`src/rtl/i2s_transmitter_if.sv`:
```
// Sample/control handshake and I2S pin bundle between upstream buffer, transmitter and DAC.
interface i2s_transmitter_if #(
  parameter int unsigned SAMPLE_WIDTH = 16
);
  logic                    enable;
  logic [SAMPLE_WIDTH-1:0] data;
  logic                    ready;
  logic                    i2s_bclk;
  logic                    i2s_lrclk;
  logic                    i2s_sdata;
  logic                    busy;

  modport master (
    input  enable,
    input  data,
    output ready,
    output i2s_bclk,
    output i2s_lrclk,
    output i2s_sdata,
    output busy
  );

  modport slave (
    output enable,
    output data,
    input  ready,
    input  i2s_bclk,
    input  i2s_lrclk,
    input  i2s_sdata,
    input  busy
  );
endinterface

```
`src/rtl/i2s_transmitter.sv`:
```
// I2S transmitter: divides clk into BCLK/LRCLK and shifts 16-bit samples out MSB first
// with the standard one-BCLK delay, requesting each next sample with a ready pulse.
module i2s_transmitter #(
  parameter int unsigned CLK_DIV      = 2,
  parameter int unsigned SAMPLE_WIDTH = 16
) (
  input logic               clk,
  input logic               rst_n,
  i2s_transmitter_if.master bus
);
  localparam int unsigned FRAME_BITS = 2 * SAMPLE_WIDTH;
  localparam int unsigned POS_W      = $clog2(FRAME_BITS);
  localparam int unsigned DIV_W      = (CLK_DIV > 2) ? $clog2(CLK_DIV) : 1;

  localparam logic [POS_W-1:0] POS_LAST  = POS_W'(FRAME_BITS - 1);
  localparam logic [POS_W-1:0] POS_LEFT  = POS_W'(1);
  localparam logic [POS_W-1:0] POS_RIGHT = POS_W'(SAMPLE_WIDTH + 1);
  localparam logic [POS_W-1:0] POS_HALF  = POS_W'(SAMPLE_WIDTH);
  localparam logic [DIV_W-1:0] DIV_LAST  = DIV_W'(CLK_DIV - 1);

  typedef enum logic [1:0] {
    IDLE  = 2'd0,
    RUN   = 2'd1,
    DRAIN = 2'd2
  } state_e;

  state_e                  state_q, state_d;
  logic [DIV_W-1:0]        div_q, div_d;
  logic [POS_W-1:0]        pos_q, pos_d;
  logic [SAMPLE_WIDTH-1:0] shift_q, shift_d;
  logic                    bclk_q, bclk_d;
  logic                    lrclk_q, lrclk_d;
  logic                    sdata_q, sdata_d;
  logic                    ready_q, ready_d;
  logic                    busy_q, busy_d;

  logic                    div_tick;
  logic                    fall;
  logic [POS_W-1:0]        pos_inc;

  // State register and all registered outputs
  always_ff @(posedge clk or negedge rst_n) begin
    if (!rst_n) begin
      state_q <= IDLE;
      div_q   <= '0;
      pos_q   <= POS_LAST;
      shift_q <= '0;
      bclk_q  <= 1'b0;
      lrclk_q <= 1'b0;
      sdata_q <= 1'b0;
      ready_q <= 1'b0;
      busy_q  <= 1'b0;
    end else begin
      state_q <= state_d;
      div_q   <= div_d;
      pos_q   <= pos_d;
      shift_q <= shift_d;
      bclk_q  <= bclk_d;
      lrclk_q <= lrclk_d;
      sdata_q <= sdata_d;
      ready_q <= ready_d;
      busy_q  <= busy_d;
    end
  end

  // Next-state: divider, frame position, slot load / shift, drain exit
  always_comb begin
    state_d  = state_q;
    div_d    = div_q;
    pos_d    = pos_q;
    shift_d  = shift_q;
    bclk_d   = bclk_q;
    lrclk_d  = lrclk_q;
    sdata_d  = sdata_q;
    ready_d  = 1'b0;
    busy_d   = busy_q;

    div_tick = (div_q == DIV_LAST);
    fall     = div_tick && bclk_q;
    pos_inc  = (pos_q == POS_LAST) ? '0 : pos_q + POS_W'(1);

    unique case (state_q)
      IDLE: begin
        if (bus.enable) begin
          state_d = RUN;
          busy_d  = 1'b1;
          ready_d = 1'b1;
        end
      end
      RUN, DRAIN: begin
        state_d = bus.enable ? RUN : DRAIN;
        div_d   = div_tick ? '0 : div_q + DIV_W'(1);
        if (div_tick) begin
          bclk_d = ~bclk_q;
        end
        if (fall) begin
          // Drain ends once the right LSB (pos 0) has been on the wire
          if ((state_q == DRAIN) && !bus.enable && (pos_inc == POS_LEFT)) begin
            state_d = IDLE;
            busy_d  = 1'b0;
            lrclk_d = 1'b0;
            sdata_d = 1'b0;
            pos_d   = POS_LAST;
            shift_d = '0;
          end else begin
            pos_d   = pos_inc;
            lrclk_d = (pos_inc >= POS_HALF);
            if ((pos_inc == POS_LEFT) || (pos_inc == POS_RIGHT)) begin
              shift_d = bus.data;
              sdata_d = bus.data[SAMPLE_WIDTH-1];
              ready_d = 1'b1;
            end else begin
              shift_d = shift_q << 1;
              sdata_d = shift_q[SAMPLE_WIDTH-2];
            end
          end
        end
      end
      default: state_d = IDLE;
    endcase
  end

  assign bus.ready     = ready_q;
  assign bus.i2s_bclk  = bclk_q;
  assign bus.i2s_lrclk = lrclk_q;
  assign bus.i2s_sdata = sdata_q;
  assign bus.busy      = busy_q;

endmodule
```
`src/flat_wrapper.sv`:
```
// flat-port wrapper written by rule: the top's interface ports become plain ports
module i2s_transmitter_flat 
#(
  parameter int unsigned CLK_DIV      = 2,
  parameter int unsigned SAMPLE_WIDTH = 16
)
  (clk, rst_n, bus_enable, bus_data, bus_ready, bus_i2s_bclk, bus_i2s_lrclk, bus_i2s_sdata, bus_busy);
  i2s_transmitter_if #(.SAMPLE_WIDTH(SAMPLE_WIDTH)) bus_i ();
  input logic clk;
  input logic rst_n;
  input wire logic [$bits(bus_i.enable)-1:0] bus_enable;
  input wire logic [$bits(bus_i.data)-1:0] bus_data;
  output wire logic [$bits(bus_i.ready)-1:0] bus_ready;
  output wire logic [$bits(bus_i.i2s_bclk)-1:0] bus_i2s_bclk;
  output wire logic [$bits(bus_i.i2s_lrclk)-1:0] bus_i2s_lrclk;
  output wire logic [$bits(bus_i.i2s_sdata)-1:0] bus_i2s_sdata;
  output wire logic [$bits(bus_i.busy)-1:0] bus_busy;
  assign bus_i.enable = bus_enable;
  assign bus_i.data = bus_data;
  assign bus_ready = bus_i.ready;
  assign bus_i2s_bclk = bus_i.i2s_bclk;
  assign bus_i2s_lrclk = bus_i.i2s_lrclk;
  assign bus_i2s_sdata = bus_i.i2s_sdata;
  assign bus_busy = bus_i.busy;
  i2s_transmitter #(.CLK_DIV(CLK_DIV), .SAMPLE_WIDTH(SAMPLE_WIDTH)) u_core (.clk(clk), .rst_n(rst_n), .bus(bus_i));
endmodule
```
`config.mk`:
```
export PLATFORM = sky130hd
export DESIGN_NAME = i2s_transmitter_flat
export DESIGN_NICKNAME = d
export VERILOG_FILES = /design/src/rtl/i2s_transmitter_if.sv /design/src/rtl/i2s_transmitter.sv /design/src/flat_wrapper.sv
export SDC_FILE = /design/constraint.sdc
export NUM_CORES = 1
export LEC_CHECK = 0
export BUFFER_PORTS_ARGS = -buffer_cell sky130_fd_sc_hd__buf_2
export CORE_ASPECT_RATIO = 2
export CORE_MARGIN = 3
export CORE_UTILIZATION = 45
export CTS_CLUSTER_DIAMETER = 50
export DETAILED_ROUTE_END_ITERATION = 10
export HOLD_SLACK_MARGIN = 0.12
export PLACE_DENSITY = 0.73
export REMOVE_ABC_BUFFERS = 1
export SKIP_LAST_GASP = 1
export SLEW_MARGIN = 40
export SYNTH_ARGS = -nofsm -noshare
export SYNTH_HDL_FRONTEND = slang
export SYNTH_SLANG_ARGS = --single-unit
```
`constraint.sdc`:
```
create_clock -name clk -period 2.7 [get_ports clk]
set_clock_uncertainty 0.1 [all_clocks]
set_input_delay 0.405 -clock clk [delete_from_list [all_inputs] [get_ports clk]]
set_output_delay 0.405 -clock clk [all_outputs]
set_load 0.05 [all_outputs]
```
==> results by group <==
Outcome
  – Outcome: finished, final reports clean

Synthesis
  – Cell variety after synth: 33
  – Synth Area in Adders: 5.35%
  – Post-Synth XOR/XNOR Area: approximately 1.9%
  – Mux share of post-synthesis cell area: 2.32%
  – Ys async rst share: 100%
  – Simple-gate portion of the synthesized area: roughly 14%
  – Synth Area in Compound Gates: 20.3%
  – Seq cells post-synth: 28
  – Mapped Area: between 0.001 and 0.0015 mm2
  – Most used DFF post-synth: dfrtp_1
  – Largest family of logic cells by synthesized area: compound AO/OA/AOI/OAI gates
  – YS warnings: 0
  – Syn Inst Count: 126
  – Syn avg cell area: 11.1 um2
  – EDFF count, synth: 0
  – Seq/Total Area, Yosys: 50.4%

Drt
  – Detailed Routing Iterations Pass 1: 4
  – Vias/cell: between 5 and 6
  – Vias: 1045
  – 1st-iter DRT viols: 29
  – Final wirelength: 2720 um
  – Wire per inst: 15.1 um
  – Drt drc: 0
  – Antenna viol nets, final: 0

Power and ir drop
  – Power density over the cells: 1060 mW/mm2
  – P_leak: 0.000775 uW
  – Sw Ratio: 40.6%
  – Clock Power Share: 13.5%
  – Total power: 1680 uW
  – Switching power: 681 uW
  – Sequential power share: 39.8%
  – Comb pwr share: 46.7%
  – Max rail drop VDD: between 0.5 and 0.6 mV
  – P_int: 998 uW

STA
  – Final Hold Fails: 0
  – Maximum clock rate: 404 MHz
  – Slew Limit Fails: 0
  – Actual slew at the worst max-slew pin: around 0.63 ns
  – Final min period: 2.47 ns
  – Period utilisation layout: 91.6%
  – Final setup violation count: 0
  – Max-slew headroom at the worst pin: 58.0%
  – Aggregate negative setup slack: 0 ns
  – Unrepaired setup endpoints after global routing: false

Final layout
  – Commonest non-fill, non-tap cells in the layout: buf_2, dfrtp_1, and2_1, a221o_1, nor2_1
  – Fin util: 53.3%
  – ANT cells: 0
  – Share of cells above drive strength 1: around a quarter
  – Fillers: 271
  – P&R area growth vs syn: 13.1%
  – Final net count: 176

Critical path
  – Reg2Reg Setup Slack: 0.23 ns
  – Crit Path Class: flip-flop to flip-flop
  – Crit path max fanout: 16
  – CP Capture Type: flip-flop
  – CP Data Required Time: 2.75 ns
  – Crit path DAT: 2.53 ns
  – Startpoint Class: flip-flop

Global routing
  – First-pass GRT wire length: 4750 um
  – Number of global-route vias before repair: 1109
  – Initial antenna violation count: 0
  – Total global routing overflow: 0
  – Largest net degree at the start of global routing: 29
  – Total GRT Usage: 16.1%

Clocking
  – Post-CTS Repair Setup Buffers: 0
  – Clock H-tree levels: 1
  – CTS root buf: clkbuf_8
  – CTS Buf Count: 3
  – CTS clk-pin slew, worst paths: 0.09 ns
  – Clock sinks: 28
  – TritonCTS clock tree: done
  – Later-pin clock latency in the skew report: 0.27 ns
  – Clock Path Buffers: 2

Die
  – Row count: 28
  – Die area: between 0.003 and 0.004 mm2
  – Die width: 45.5 um
  – Ports: 24
  – Starting Density: a little under half
  – Core box area: 0.00298 mm2
  – Die H: roughly 85 um

Hold path
  – Hold Path Class: primary input to flip-flop

Placed design
  – GP Congestion: 0.787
  – Port Buffers: 23
  – Hpwl dp: 2020 um

Flow run
  – Maxcap violations: 0
## final cells by class
class                           instances  area (um2)  area share [%]
Inverter                                7        26.3            1.65
Timing Repair Buffer                   27         148            9.30
Tap cell                               30        37.5            2.36
Clock buffer                            4        45.0            2.84
Sequential cell                        28         707            44.5
Multi-Input combinational cell         84         624            39.3
## metal layers
| metal | part of all wire, % | routed length (um) | GRT usage (%) | vias to the layer above |
|---|---|---|---|---|
| li1 | - | - | - | 506 |
| met1 | 41 | 1110 | 18.2 | 513 |
| met2 | 54 | 1460 | 28.3 | 22 |
| met3 | 3.9 | 107 | 2.55 | 4 |
| met4 | 1.7 | 45 | 6.40 | 0 |
| met5 | 0 | 0 | 0 | - |
## cell usage after synthesis (2+ instances only)
| cell type | n | share of area, % |
|---|---|---|
| inv_1 | 7 | 1.9 |
| buf_2 | 2 | 0.71 |
| a22oi_1 | 2 | 1.1 |
| nand3_1 | 3 | 1.1 |
| dfrtp_1 | 23 | 41 |
| a21oi_1 | 6 | 2.1 |
| clkbuf_1 | 2 | 0.53 |
| xnor2_1 | 2 | 1.2 |
| and2_1 | 15 | 6.7 |
| a221o_1 | 15 | 11 |
| ha_1 | 6 | 5.3 |
| o21ai_0 | 2 | 0.71 |
| nor2_1 | 8 | 2.1 |
| a31oi_1 | 2 | 0.89 |
| nor3b_1 | 2 | 1.1 |
| nand2_1 | 4 | 1.1 |
| and3_1 | 3 | 1.3 |
| dfstp_2 | 5 | 9.4 |
| nor2b_1 | 2 | 0.89 |
| mux2_2 | 2 | 1.6 |
## flip-flops by register name (all words and copies together) (netlist names)
name	count
u_core.bus.i2s_sdata	1
u_core.bus.busy	1
u_core.div_q	1
u_core.bus.ready	1
u_core.pos_q	5
u_core.state_q	2
u_core.bus.i2s_lrclk	1
u_core.shift_q	15
u_core.bus.i2s_bclk	1
## power by group through the flow
stage,logic (uW),clock network (uW),registers [uW]
after global placement,758,0,665
after detailed placement,791,0,671
after CTS,795,239,666
final,784,227,668
after global routing,887,253,686
after floorplan,511,0,731
## through the flow
step           hold slack [ns]  std cells  area (um2)  worst slack (ns)
2_1_floorplan          0.00941        119        1350             0.235
3_3_place_gp             0.352        175        1530             0.135
3_5_place_dp             0.355        175        1530             0.160
4_1_cts                  0.223        180        1590             0.140
5_1_grt                  0.225        180        1590             0.112
6_report                 0.230        180        1590             0.227
## critical path, stage by stage, from the launching register on
cell,delay (ns)
dfstp_2,0.56
ha_1,0.22
and3_1,0.17
ha_1,0.25
nor3b_1,0.28
nor2_1,0.09
and3_2,0.32
a221o_1,0.38
## worst paths after layout
kind | startpoint | end | depth (start not counted)
worst max-delay path | u_core.pos_q[0]$_DFFE_PN1P_ | u_core.shift_q[8]$_DFFE_PN0P_ | 7
worst min-delay path | bus_enable | u_core.state_q[1]$_DFFE_PN0P_ | 2
worst max register to register | u_core.pos_q[0]$_DFFE_PN1P_ | u_core.shift_q[8]$_DFFE_PN0P_ | 7
worst min register to register | u_core.pos_q[3]$_DFFE_PN1P_ | u_core.pos_q[3]$_DFFE_PN1P_ | 2
max in group asynchronous | rst_n | u_core.shift_q[11]$_DFFE_PN0P_ | 2
min in group asynchronous | rst_n | u_core.shift_q[1]$_DFFE_PN0P_ | 2
## kinds of logic (layout without fill, tap and decap cells)
group                      after synthesis  in the layout
AOI/OAI and AO/OA                       35             35
xor gates and xnor gates                 3              3
adders and majority gates                6              6
buffers and inverters                   14             38
DFF                                     28             28
muxes                                    3              3
and+or+nand+nor                         37             37
## timing repair
action	in CTS	in global routing
hold buffers	1	0
setup endpoints to repair	0	1
resized for setup	0	1
endpoints found under the hold margin	23	0
Power figures use the tool's default switching activity.
